File: src/rtl/eth_tx_sched_if.sv
// Handshake bundle between the frame sources / MAC TX and the transmit scheduler.
// The slave side is the scheduler; the master side drives requests, tx_done and the timer tick.
interface eth_tx_sched_if;
  logic [2:0] req;
  logic       tx_done;
  logic       timer_pulse;
  logic [2:0] grant;
  logic [1:0] mux_sel;
  logic       busy;
  logic       arp_gen_req;
  logic       timeout_err;

  modport master (
    output req, tx_done, timer_pulse,
    input  grant, mux_sel, busy, arp_gen_req, timeout_err
  );

  modport slave (
    input  req, tx_done, timer_pulse,
    output grant, mux_sel, busy, arp_gen_req, timeout_err
  );
endinterface

File: src/rtl/eth_tx_sched.sv
// Round-robin TX scheduler for ARP/ICMP/UDP frames with inter-frame gap,
// grant timeout and periodic ARP request triggering. All outputs registered.
module eth_tx_sched #(
  parameter int unsigned ARP_PERIOD     = 4,
  parameter int unsigned TIMEOUT_PULSES = 2,
  parameter int unsigned IFG_CYCLES     = 12
) (
  input  logic           tx_clk,
  input  logic           rst,
  eth_tx_sched_if.slave  bus
);

  typedef enum logic [1:0] {IDLE, GRANT, IFG} state_e;

  state_e     state_q, state_d;
  logic [1:0] ptr_q, ptr_d;
  logic [7:0] arp_cnt_q, arp_cnt_d;
  logic [3:0] to_cnt_q, to_cnt_d;
  logic [7:0] ifg_cnt_q, ifg_cnt_d;

  logic [2:0] grant_q, grant_d;
  logic [1:0] mux_q, mux_d;
  logic       busy_q, busy_d;
  logic       arp_q, arp_d;
  logic       to_err_q, to_err_d;

  logic       sel_valid;
  logic [1:0] sel_idx;
  logic [1:0] cand;
  logic       arp_fire;
  logic       abort;

  // First requester at or after the rotating pointer, wrapping 2 -> 0.
  always_comb begin
    sel_valid = 1'b0;
    sel_idx   = '0;
    cand      = '0;
    for (int unsigned k = 0; k < 3; k++) begin
      cand = 2'((32'(ptr_q) + k) % 3);
      if (!sel_valid && bus.req[cand]) begin
        sel_valid = 1'b1;
        sel_idx   = cand;
      end
    end
  end

  always_ff @(posedge tx_clk) begin
    if (rst) begin
      state_q   <= IDLE;
      ptr_q     <= '0;
      arp_cnt_q <= '0;
      to_cnt_q  <= '0;
      ifg_cnt_q <= '0;
      grant_q   <= '0;
      mux_q     <= '0;
      busy_q    <= 1'b0;
      arp_q     <= 1'b0;
      to_err_q  <= 1'b0;
    end else begin
      state_q   <= state_d;
      ptr_q     <= ptr_d;
      arp_cnt_q <= arp_cnt_d;
      to_cnt_q  <= to_cnt_d;
      ifg_cnt_q <= ifg_cnt_d;
      grant_q   <= grant_d;
      mux_q     <= mux_d;
      busy_q    <= busy_d;
      arp_q     <= arp_d;
      to_err_q  <= to_err_d;
    end
  end

  always_comb begin
    state_d   = state_q;
    ptr_d     = ptr_q;
    arp_cnt_d = arp_cnt_q;
    to_cnt_d  = to_cnt_q;
    ifg_cnt_d = ifg_cnt_q;
    arp_fire  = 1'b0;
    abort     = 1'b0;

    if (bus.timer_pulse) begin
      if (arp_cnt_q == 8'(ARP_PERIOD - 1)) begin
        arp_cnt_d = '0;
        arp_fire  = 1'b1;
      end else begin
        arp_cnt_d = arp_cnt_q + 8'd1;
      end
    end

    case (state_q)
      IDLE: begin
        if (sel_valid) begin
          state_d  = GRANT;
          ptr_d    = (sel_idx == 2'd2) ? 2'd0 : sel_idx + 2'd1;
          to_cnt_d = '0;
        end
      end
      GRANT: begin
        // tx_done has priority over a coincident final timeout pulse.
        if (bus.tx_done) begin
          state_d   = IFG;
          ifg_cnt_d = 8'(IFG_CYCLES - 1);
        end else if (bus.timer_pulse) begin
          if (to_cnt_q == 4'(TIMEOUT_PULSES - 1)) begin
            state_d   = IFG;
            ifg_cnt_d = 8'(IFG_CYCLES - 1);
            abort     = 1'b1;
          end else begin
            to_cnt_d = to_cnt_q + 4'd1;
          end
        end
      end
      IFG: begin
        if (ifg_cnt_q == '0) begin
          state_d = IDLE;
        end else begin
          ifg_cnt_d = ifg_cnt_q - 8'd1;
        end
      end
      default: state_d = IDLE;
    endcase
  end

  // Output values are derived from the upcoming state so they register on the same edge.
  always_comb begin
    grant_d  = '0;
    mux_d    = mux_q;
    busy_d   = (state_d != IDLE);
    arp_d    = arp_fire;
    to_err_d = abort;
    if (state_d == GRANT) begin
      if (state_q == IDLE) begin
        grant_d = 3'b001 << sel_idx;
        mux_d   = sel_idx;
      end else begin
        grant_d = grant_q;
      end
    end
  end

  assign bus.grant       = grant_q;
  assign bus.mux_sel     = mux_q;
  assign bus.busy        = busy_q;
  assign bus.arp_gen_req = arp_q;
  assign bus.timeout_err = to_err_q;

endmodule

File: src/flat_wrapper.sv
// flat-port wrapper written by rule: the top's interface ports become plain ports
module eth_tx_sched_flat 
#(
  parameter int unsigned ARP_PERIOD     = 4,
  parameter int unsigned TIMEOUT_PULSES = 2,
  parameter int unsigned IFG_CYCLES     = 12
)
  (tx_clk, rst, bus_req, bus_tx_done, bus_timer_pulse, bus_grant, bus_mux_sel, bus_busy, bus_arp_gen_req, bus_timeout_err);
  eth_tx_sched_if bus_i ();
  input  logic tx_clk;
  input  logic rst;
  input wire logic [$bits(bus_i.req)-1:0] bus_req;
  input wire logic [$bits(bus_i.tx_done)-1:0] bus_tx_done;
  input wire logic [$bits(bus_i.timer_pulse)-1:0] bus_timer_pulse;
  output wire logic [$bits(bus_i.grant)-1:0] bus_grant;
  output wire logic [$bits(bus_i.mux_sel)-1:0] bus_mux_sel;
  output wire logic [$bits(bus_i.busy)-1:0] bus_busy;
  output wire logic [$bits(bus_i.arp_gen_req)-1:0] bus_arp_gen_req;
  output wire logic [$bits(bus_i.timeout_err)-1:0] bus_timeout_err;
  assign bus_i.req = bus_req;
  assign bus_i.tx_done = bus_tx_done;
  assign bus_i.timer_pulse = bus_timer_pulse;
  assign bus_grant = bus_i.grant;
  assign bus_mux_sel = bus_i.mux_sel;
  assign bus_busy = bus_i.busy;
  assign bus_arp_gen_req = bus_i.arp_gen_req;
  assign bus_timeout_err = bus_i.timeout_err;
  eth_tx_sched #(.ARP_PERIOD(ARP_PERIOD), .TIMEOUT_PULSES(TIMEOUT_PULSES), .IFG_CYCLES(IFG_CYCLES)) u_core (.tx_clk(tx_clk), .rst(rst), .bus(bus_i));
endmodule
File: config.mk
export PLATFORM = sky130hd
export DESIGN_NAME = eth_tx_sched_flat
export DESIGN_NICKNAME = d
export VERILOG_FILES = /design/src/rtl/eth_tx_sched_if.sv /design/src/rtl/eth_tx_sched.sv /design/src/flat_wrapper.sv
export SDC_FILE = /design/constraint.sdc
export NUM_CORES = 1
export LEC_CHECK = 0
export CAP_MARGIN = 0
export CORE_ASPECT_RATIO = 1.75
export CORE_UTILIZATION = 35
export DETAILED_ROUTE_END_ITERATION = 6
export SLEW_MARGIN = 20
export SYNTH_ARGS = -nofsm -noshare
export SYNTH_HDL_FRONTEND = slang
export SYNTH_SLANG_ARGS = --single-unit
export TNS_END_PERCENT = 20
File: constraint.sdc
create_clock -name tx_clk -period 2.4 [get_ports tx_clk]
set_input_delay 0.24 -clock tx_clk [delete_from_list [all_inputs] [get_ports tx_clk]]
set_output_delay 0.24 -clock tx_clk [all_outputs]
set_load 0.03 [all_outputs]
After elaboration in Yosys (flattened, before gate mapping). Cells that the tools add are included.

Register bits after elaboration: 32. Input bits: 7. Output and inout bits: 8. Word-level logic and storage cells: 87.

$add $sub $neg: 6. Divide/modulo/power cells: 3. $lt $le $gt $ge: 3. Equal/unequal tests: 13. Shifts and indexed selects: 1. Multiplexer cells: 32. Bitwise gates (word level): 3. Reduce and logical (&&, ||, !) cells: 16.

Operators with widths (number): modulo 32 x 2 -> 32 bit, second input constant (2); two-way mux 8 bit (5); modulo 2 x 2 -> 32 bit, second input constant (1); two-way mux 2 bit (9); two-way mux 4 bit (4); case mux 8 bit (2 select lines) (1); less-than comparator 2 x 3 -> 1 bit, second input constant (3); adder 8 x 1 -> 8 bit, second input constant (1); equality test 8 x 2 -> 1 bit, second input constant (1); logical NOT 8 bit (1); two-way mux 1 bit (8); inequality test 2 bit, second input constant (4); case mux 4 bit (2 select lines) (1); subtractor 8 x 1 -> 8 bit, second input constant (1); binary-select mux 1 bit (select 2 bit) (3); case mux 2 bit (3 select lines) (1); nonzero test 2 bit (3); AND reduction 5 bit (1); adder 4 x 1 -> 4 bit, second input constant (1); equality test 2 x 1 -> 1 bit, second input constant (2); equality test 2 bit, second input constant (2); equality test 4 x 1 -> 1 bit, second input constant (1); AND reduction 2 bit (2); AND reduction 4 bit (1); 13 further kinds (18).

Longest topological paths before layout. Gate-level depths: netlist of the first run.

Depth after elaboration: 15. Mapped depth: 7. Gate-level depth less buffers: 7.

Least setup slack after synthesis of the first run. Ideal clock, no wire load.

Path kind: register to register. Start point: register u_core.ptr_q[0]. End point: register u_core.grant_q[0], in the netlist u_core.bus.grant[0]. Library setup time: 0.079 ns. Arrival: 1.717 ns. Required time: 2.321 ns. Setup slack: 0.604 ns. Cell stages (with the launch flop): 7. Buffers on the path: 0. Period minus slack after synthesis: 1.796 ns. Cell sequence: dfxtp_1 -> inv_1 -> ha_1 -> a21boi_1 -> nor4_1 -> a2111o_1 -> a211oi_2.

Longest elaborated chain between the ends: 15. Elaborated cells between the ends (all ways): 27. Those cells by class: add/sub (2); div (3); eq/ne (1); shift (1); mux (14); bitwise (1); reduce/logical (5).

Ends and longest elaborated chain: start, declared (line eth_tx_sched.sv:16) `logic [1:0] ptr_q, ptr_d;`; start signal, assigned (line eth_tx_sched.sv:61) `ptr_q <= ptr_d;`; branches (longest 15 deep; another with modulo 32 x 2 -> 32 bit); end signal, assigned (line eth_tx_sched.sv:65) `grant_q <= grant_d;`; end, declared (line eth_tx_sched.sv:21) `logic [2:0] grant_q, grant_d;`.

Several ways; the timed one is not identified. The select of a mux whose other input is x is not followed. A chain may end at the register's enable or synchronous reset.

Final worst setup path of the first run.
Start point: register u_core.ptr_q[1]. End point: register u_core.grant_q[0], in the netlist u_core.bus.grant[0].

The elaborated chain is that of the path after synthesis.

==> results of run 1 <==
-- metal layers --
metal  vias up  wire length, µm
met3         8               86
li1        654                -
met4         0               93
met5         -                0
met2        29             1683
met1       568             1190
-- logic make-up after synthesis --
logic type / count (synthesis) / synth area share [%]
AND/OR/NAND/NOR: 63 / 20.33
AO/OA/AOI/OAI: 40 / 19.78
buffers and inverters: 13 / 3.218
XOR/XNOR: 14 / 7.692
flip-flops: 32 / 40.19
adder cells (fa/ha/maj): 8 / 6.280
multiplexers: 4 / 2.512
-- cells in the final DEF (no fill, tap or decap), types with 3 or more instances in the layout --
master           count
nand4_1              3
clkbuf_8             5
nor3_1               4
o211ai_2             3
xnor2_1              4
nor2_1              28
a211oi_1             3
xor2_1              10
ha_1                 8
nand2b_1             5
buf_4                4
mux2i_1              4
clkdlybuf4s50_1     14
dfxtp_1             32
a21oi_1              6
inv_1                9
nand2_1             10
o21ai_0              5
-- worst max-delay path by stage --
stage | to | slack, ps
2_1_floorplan | u_core.bus.grant[0] | 600
3_3_place_gp | u_core.bus.grant[0] | 430
3_5_place_dp | u_core.bus.grant[0] | 400
4_1_cts | u_core.bus.grant[0] | 390
5_1_grt | u_core.bus.grant[0] | 270
6_report | u_core.bus.grant[0] | 420
-- final cells by class --
| type | instances | area, µm² |
|---|---|---|
| repair buffers | 18 | 170.2 |
| inverters | 9 | 33.78 |
| clock inverters | 3 | 42.54 |
| multi-input cells | 129 | 902.1 |
| flip-flops and latches | 32 | 640.6 |
| clock buffers | 5 | 68.82 |
| fillers | 448 | 2482 |
| well taps | 51 | 63.81 |
-- state kept, by name, summed over array words and instances, names as in the netlist --
| name | flops |
|---|---|
| u_core.bus.grant | 3 |
| u_core.to_cnt_q | 4 |
| u_core.state_q | 2 |
| u_core.bus.timeout_err | 1 |
| u_core.bus.busy | 1 |
| u_core.bus.arp_gen_req | 1 |
| u_core.ifg_cnt_q | 8 |
| u_core.arp_cnt_q | 8 |
| u_core.ptr_q | 2 |
| u_core.bus.mux_sel | 2 |
-- report_power, final --
group,total [mW],internal (mW),leakage [nW],switching [mW]
registers,0.741,0.640,0.261,0.101
logic,0.894,0.387,0.398,0.507
clock network,0.507,0.307,0.0541,0.201
total,2.14,1.33,0.713,0.808
-- critical path, delay by kind of cell (launching register included) --
family                     cells  cell delay, ps
DFF                            1             380
AOI/OAI and AO/OA              3             920
adders and majority gates      1             260
and+or+nand+nor                2             270
buffers and inverters          1              70
-- per-stage QoR --
| stage | instance area [µm²] | util, % | cells | power, mW |
|---|---|---|---|---|
| after detailed placement | 1810 | 41.11 | 239 | 1.652 |
| after floorplan | 1594 | - | 174 | 1.399 |
| after global routing | 1922 | 43.64 | 247 | 2.292 |
| after CTS | 1922 | 43.64 | 247 | 2.173 |
| final | 1922 | 43.64 | 247 | 2.142 |
| after global placement | 1810 | 41.11 | 239 | 1.651 |
==> metrics.md, run 1 <==
| Metric | Value |
|---|---|
| Total clock sinks | `32` |
| Final ANT Viol Nets | `0` |
| Largest net degree at the start of global routing | `17` |
| R2R depth | `7` |
| N_diodes | `0` |
| Via density | `5.097` |
| Top-count cell post-synth | `dfxtp_1` |
| Die width | `53.02 µm` |
| Clock skew | `6.326 ps` |
| Critical Path Start | `u_core.ptr_q[1]` |
| VDD IR max | `0.6749 mV` |
| Worst skew pair latency | `280 ps` |
| 1st-pass router iterations | `4` |
| Vias in the first global route | `1205` |
| Hold depth | `2` |
| Worst EP arrival | `2180 ps` |
| Synth unique cells | `46` |
| Leakage | `0.7130 nW` |
| Prevailing post-synth register cell | `dfxtp_1` |
| Slowest CP cell | `a2111o_1` |
| Hold_sp | `u_core.bus.mux_sel[0]` |
| First-pass GRT wire length | `5.147 mm` |
| Syn Area/Cell | `9.161 µm²` |
| Layout cells sized above 1 | `11.73%` |
| Die Y | `91.28 µm` |
| Worst setup margin | `419.0 ps` |
| Syn_nets | `189` |
| Post-synth ARST share | `0%` |
| CP Launch Type | `flop` |
| Final setup vio count | `0` |
| Met2 Usage GRT | `26.58%` |
| Met1 GRT Util | `14.05%` |
| Outcome | `complete, no violations` |
| Critical-path cell list | `inv_1 -> ha_1 -> nand2b_1 -> a21boi_1 -> nor4_1 -> a2111o_1 -> a211oi_2` |
| Most Used Layer, Global Route | `met2` |
| Seq/Total Area, Yosys | `40.19%` |
| Routability Congestion | `0.7128` |
| Clock tree buffer depth | `2` |
| Worst Hold Class | `flop to flop` |
| Wire per inst | `12.36 µm` |
| Synth top area share | `40.19%` |
| Area leader, netlist | `dfxtp_1` |
| Synth Cell Area | `1594 µm²` |
| Core footprint | `4404 µm²` |
| Crit. End Element | `flop` |
| H-Tree Depth | `2` |
| R2r endpoint | `u_core.bus.grant[0]` |
| Hold Buf Count CTS | `0` |
| Slew of the pin with the lowest slew margin | `574.3 ps` |
| Worst slack, placed | `399.7 ps` |
| Post-CTS Repair Setup Buffers | `0` |
| Fin crit share | `82.54%` |
| Post-CTS sizing | `0` |
| Worst r2r src | `u_core.ptr_q[1]` |
| Synthesis Warnings | `0` |
| Post-synth EDFFs | `0` |
| Die area | `4839 µm²` |
| Crit path largest cell delay | `460 ps` |
| Initial antenna violation count | `0` |
| Slew Limit Fails | `0` |
| CTS tree | `done` |
| Crit path time final | `1981 ps` |
| Syn Inst Count | `174` |
| Fin Setup TNS | `0 ps` |
| Hold WS | `458.6 ps` |
| Final WL | `3.054 mm` |
| Num ports | `15` |
| Initial Util | `36.19%` |
| Grt met3 use | `2.513%` |
| Highest Clock Rate | `504.8 MHz` |
| Tot GR Track Use | `14.51%` |
| Max Cap Violations | `0` |
| Grt ovf | `0` |
| Via Count | `1259` |
| Area delta synth->final | `20.56%` |
| Synth top area cells | `dfxtp_1, nor2_1, ha_1` |
| Clk root buf | `clkbuf_8` |
| Crit path required time | `2600 ps` |
| DRC viols | `0` |
| Worst-path fanout max | `6` |
| Port Buffers | `14` |
| Unrepaired setup endpoints after global routing | `no` |
| Pwr per Cell Area | `1114 nW/µm²` |
| Critical setup path kind | `flop to flop` |
| Hpwl dp | `2.373 mm` |
| Relative max-transition margin | `61.59%` |
| Final Hold Fails | `0` |
| #FFs+latches synth | `32` |
| DRT iter0 DRCs | `20` |
| Total CTS buffers | `5` |
| Final-stage net count | `210` |
| Commonest cells in the netlist | `dfxtp_1, nor2_1, nand2_1, xor2_1, inv_1` |
| Site Rows | `32` |
| Clk slew on worst S/H paths | `70 ps` |
| Hold path endpoint | `u_core.bus.mux_sel[0]` |
| R2r setup slk | `420 ps` |
No activity file was read; power rests on OpenSTA's default activity.
==> inputs of run 2 (changes only) <==
==> constraint.sdc (replaced) <==
create_clock -name tx_clk -period 1.85 [get_ports tx_clk]
set_input_delay 0.185 -clock tx_clk [delete_from_list [all_inputs] [get_ports tx_clk]]
set_output_delay 0.185 -clock tx_clk [all_outputs]
set_load 0.03 [all_outputs]
==> metrics.md, run 2 (same netlist as run 1, synthesis figures left out) <==
| Metric | Value |
|---|---|
| Final-stage net count | `224 (was 210)` |
| Worst EP arrival | `1990 ps (was 2180 ps)` |
| DRT iter0 DRCs | `2 (was 20)` |
| Layout cells sized above 1 | `22.86% (was 11.73%)` |
| Slew of the pin with the lowest slew margin | `462.5 ps (was 574.3 ps)` |
| Total CTS buffers | `5 (unchanged)` |
| Site Rows | `32 (unchanged)` |
| Die area | `4839 µm² (unchanged)` |
| Clock tree buffer depth | `2 (unchanged)` |
| Seq pwr share | `31.0% (was 34.6%)` |
| VDD IR max | `0.7433 mV (was 0.6749 mV)` |
| Outcome | `complete, no violations (unchanged)` |
| Area delta synth->final | `32.97% (was 20.56%)` |
| N_diodes | `0 (unchanged)` |
| Fillers | `427 (was 448)` |
| Met1 GRT Util | `13.99% (was 14.05%)` |
| 1st-pass router iterations | `4 (unchanged)` |
| Most Used Layer, Global Route | `met2 (unchanged)` |
| DRC viols | `0 (unchanged)` |
| Highest Clock Rate | `555.9 MHz (was 504.8 MHz)` |
| Pwr per Cell Area | `1478 nW/µm² (was 1114 nW/µm²)` |
| Crit. End Element | `flop (unchanged)` |
| Worst Hold Class | `flop to flop (unchanged)` |
| Num ports | `15 (unchanged)` |
| Crit path required time | `2040 ps (was 2600 ps)` |
| Post-route cell area | `2120 µm² (was 1922 µm²)` |
| Clock skew | `5.865 ps (was 6.326 ps)` |
| Fin crit share | `97.24% (was 82.54%)` |
| Commonest non-fill, non-tap cell in the layout | `dfxtp_1 (unchanged)` |
| Worst-path fanout max | `3 (was 6)` |
| Clk root buf | `clkbuf_8 (unchanged)` |
| Tot GR Track Use | `15.37% (was 14.51%)` |
| Core footprint | `4404 µm² (unchanged)` |
| Max Cap Violations | `0 (unchanged)` |
| Total Power | `3.133 mW (was 2.142 mW)` |
| Hold Buf Count CTS | `0 (unchanged)` |
| FF+latch area | `645.6 µm² (was 640.6 µm²)` |
| Layout Cells excl Fill | `261 (was 247)` |
| Largest net degree at the start of global routing | `14 (was 17)` |
| Slew Limit Fails | `0 (unchanged)` |
| CP Launch Type | `flop (unchanged)` |
| Final setup vio count | `0 (unchanged)` |
| Most frequent cells in the layout | `dfxtp_1, nor2_1, buf_4, clkdlybuf4s50_1 (was dfxtp_1, nor2_1, clkdlybuf4s50_1, xor2_1, nand2_1)` |
| Vias in the first global route | `1310 (was 1205)` |
| Clock network fraction of total power | `20.8% (was 23.7%)` |
| Via Count | `1318 (was 1259)` |
| Clk slew on worst S/H paths | `70 ps (about the same)` |
| CTS tree | `done (unchanged)` |
| Grt met3 use | `3.518% (was 2.513%)` |
| Grt ovf | `0 (unchanged)` |
| Port Buffers | `14 (unchanged)` |
| Initial Util | `36.19% (unchanged)` |
| Die width | `53.02 µm (unchanged)` |
| Dpl cells | `252 (was 239)` |
| Crit path time final | `1799 ps (was 1981 ps)` |
| Final ANT Viol Nets | `0 (unchanged)` |
| Biggest regs | `u_core.arp_cnt_q (8), u_core.ifg_cnt_q (8), u_core.to_cnt_q (4) (unchanged)` |
| Met2 Usage GRT | `29.75% (was 26.58%)` |
| Initial antenna violation count | `0 (unchanged)` |
| Final WL | `3.330 mm (was 3.054 mm)` |
| Int Pwr | `1.973 mW (was 1.334 mW)` |
| Relative max-transition margin | `69.07% (was 61.59%)` |
| Post-DP Area | `1908 µm² (was 1810 µm²)` |
| Wire per inst | `12.76 µm (was 12.36 µm)` |
| Via density | `5.050 (was 5.097)` |
| Worst skew pair latency | `280 ps (about the same)` |
| Unrepaired setup endpoints after global routing | `yes (was no)` |
| Total clock sinks | `32 (unchanged)` |
| Final Hold Fails | `0 (unchanged)` |
| Fin Setup TNS | `0 ps (unchanged)` |
| Critical setup path kind | `flop to flop (unchanged)` |
| Net Sw Frac | `37.02% (was 37.72%)` |
| H-Tree Depth | `2 (unchanged)` |
| Hpwl dp | `2.589 mm (was 2.373 mm)` |
| Hold WS | `461.5 ps (was 458.6 ps)` |
| Leakage | `0.7884 nW (was 0.7130 nW)` |
| Area of the multi-input gates | `989.7 µm² (was 902.1 µm²)` |
| Comb pwr share | `48.2% (was 41.7%)` |
| Die Y | `91.28 µm (unchanged)` |
| Switching Power | `1.160 mW (was 807.8 µW)` |
| First-pass GRT wire length | `5.485 mm (was 5.147 mm)` |
| Routability Congestion | `0.7364 (was 0.7128)` |
run 2: final cells by class:
class | instances | share of cell area (%)
Clock inverter | 3 | 2.007
Tap cell | 51 | 3.011
Clock buffer | 5 | 3.247
Timing Repair Buffer | 32 | 12.99
Multi-Input combinational cell | 129 | 46.69
Inverter | 9 | 1.594
Sequential cell | 32 | 30.46
run 2: layer usage:
| layer | share of wire, % | up-vias |
|---|---|---|
| met2 | 56 | 17 |
| met1 | 39 | 603 |
| met4 | 2.2 | 0 |
| met5 | 0 | - |
| met3 | 2.1 | 6 |
| li1 | - | 692 |
run 2: timing repair:
item,in CTS,in global routing
pin swaps,1,4
endpoints found under the setup margin,7,10
resized for setup,7,11
buffers inserted,0,1
run 2: power by group through the flow:
stage | Combinational [mW] | Clock [mW] | Sequential, mW
finish | 1.51 | 0.652 | 0.971
global route | 1.64 | 0.705 | 0.992
CTS | 1.44 | 0.676 | 0.958
detailed placement | 1.36 | 0 | 0.973
global placement | 1.36 | 0 | 0.969
floorplan | 0.763 | 0 | 1.05
run 2: per-stage QoR:
step                util [%]  setup WS (ps)
global placement       43.32         -73.38
CTS                    46.70          2.117
floorplan                  -          53.53
finish                 48.13          51.03
detailed placement     43.32         -85.64
global route           48.13         -46.78
run 2: final timing paths:
check                           cells past startpoint                    end  slack, ps             startpoint
worst max-delay path                                7        u_core.ptr_q[0]         50        u_core.ptr_q[1]
worst min-delay path                                2  u_core.bus.mux_sel[0]        460  u_core.bus.mux_sel[0]
worst max register to register                      7        u_core.ptr_q[0]         50        u_core.ptr_q[1]
worst min register to register                      2  u_core.bus.mux_sel[0]        460  u_core.bus.mux_sel[0]
run 2: critical path: stages, from the launching register on:
cell     delay, ps
dfxtp_2        330
buf_4          150
ha_4           160
a22oi_2        230
a21oi_2        120
o31a_1         340
or3_1          310
o31ai_1         70
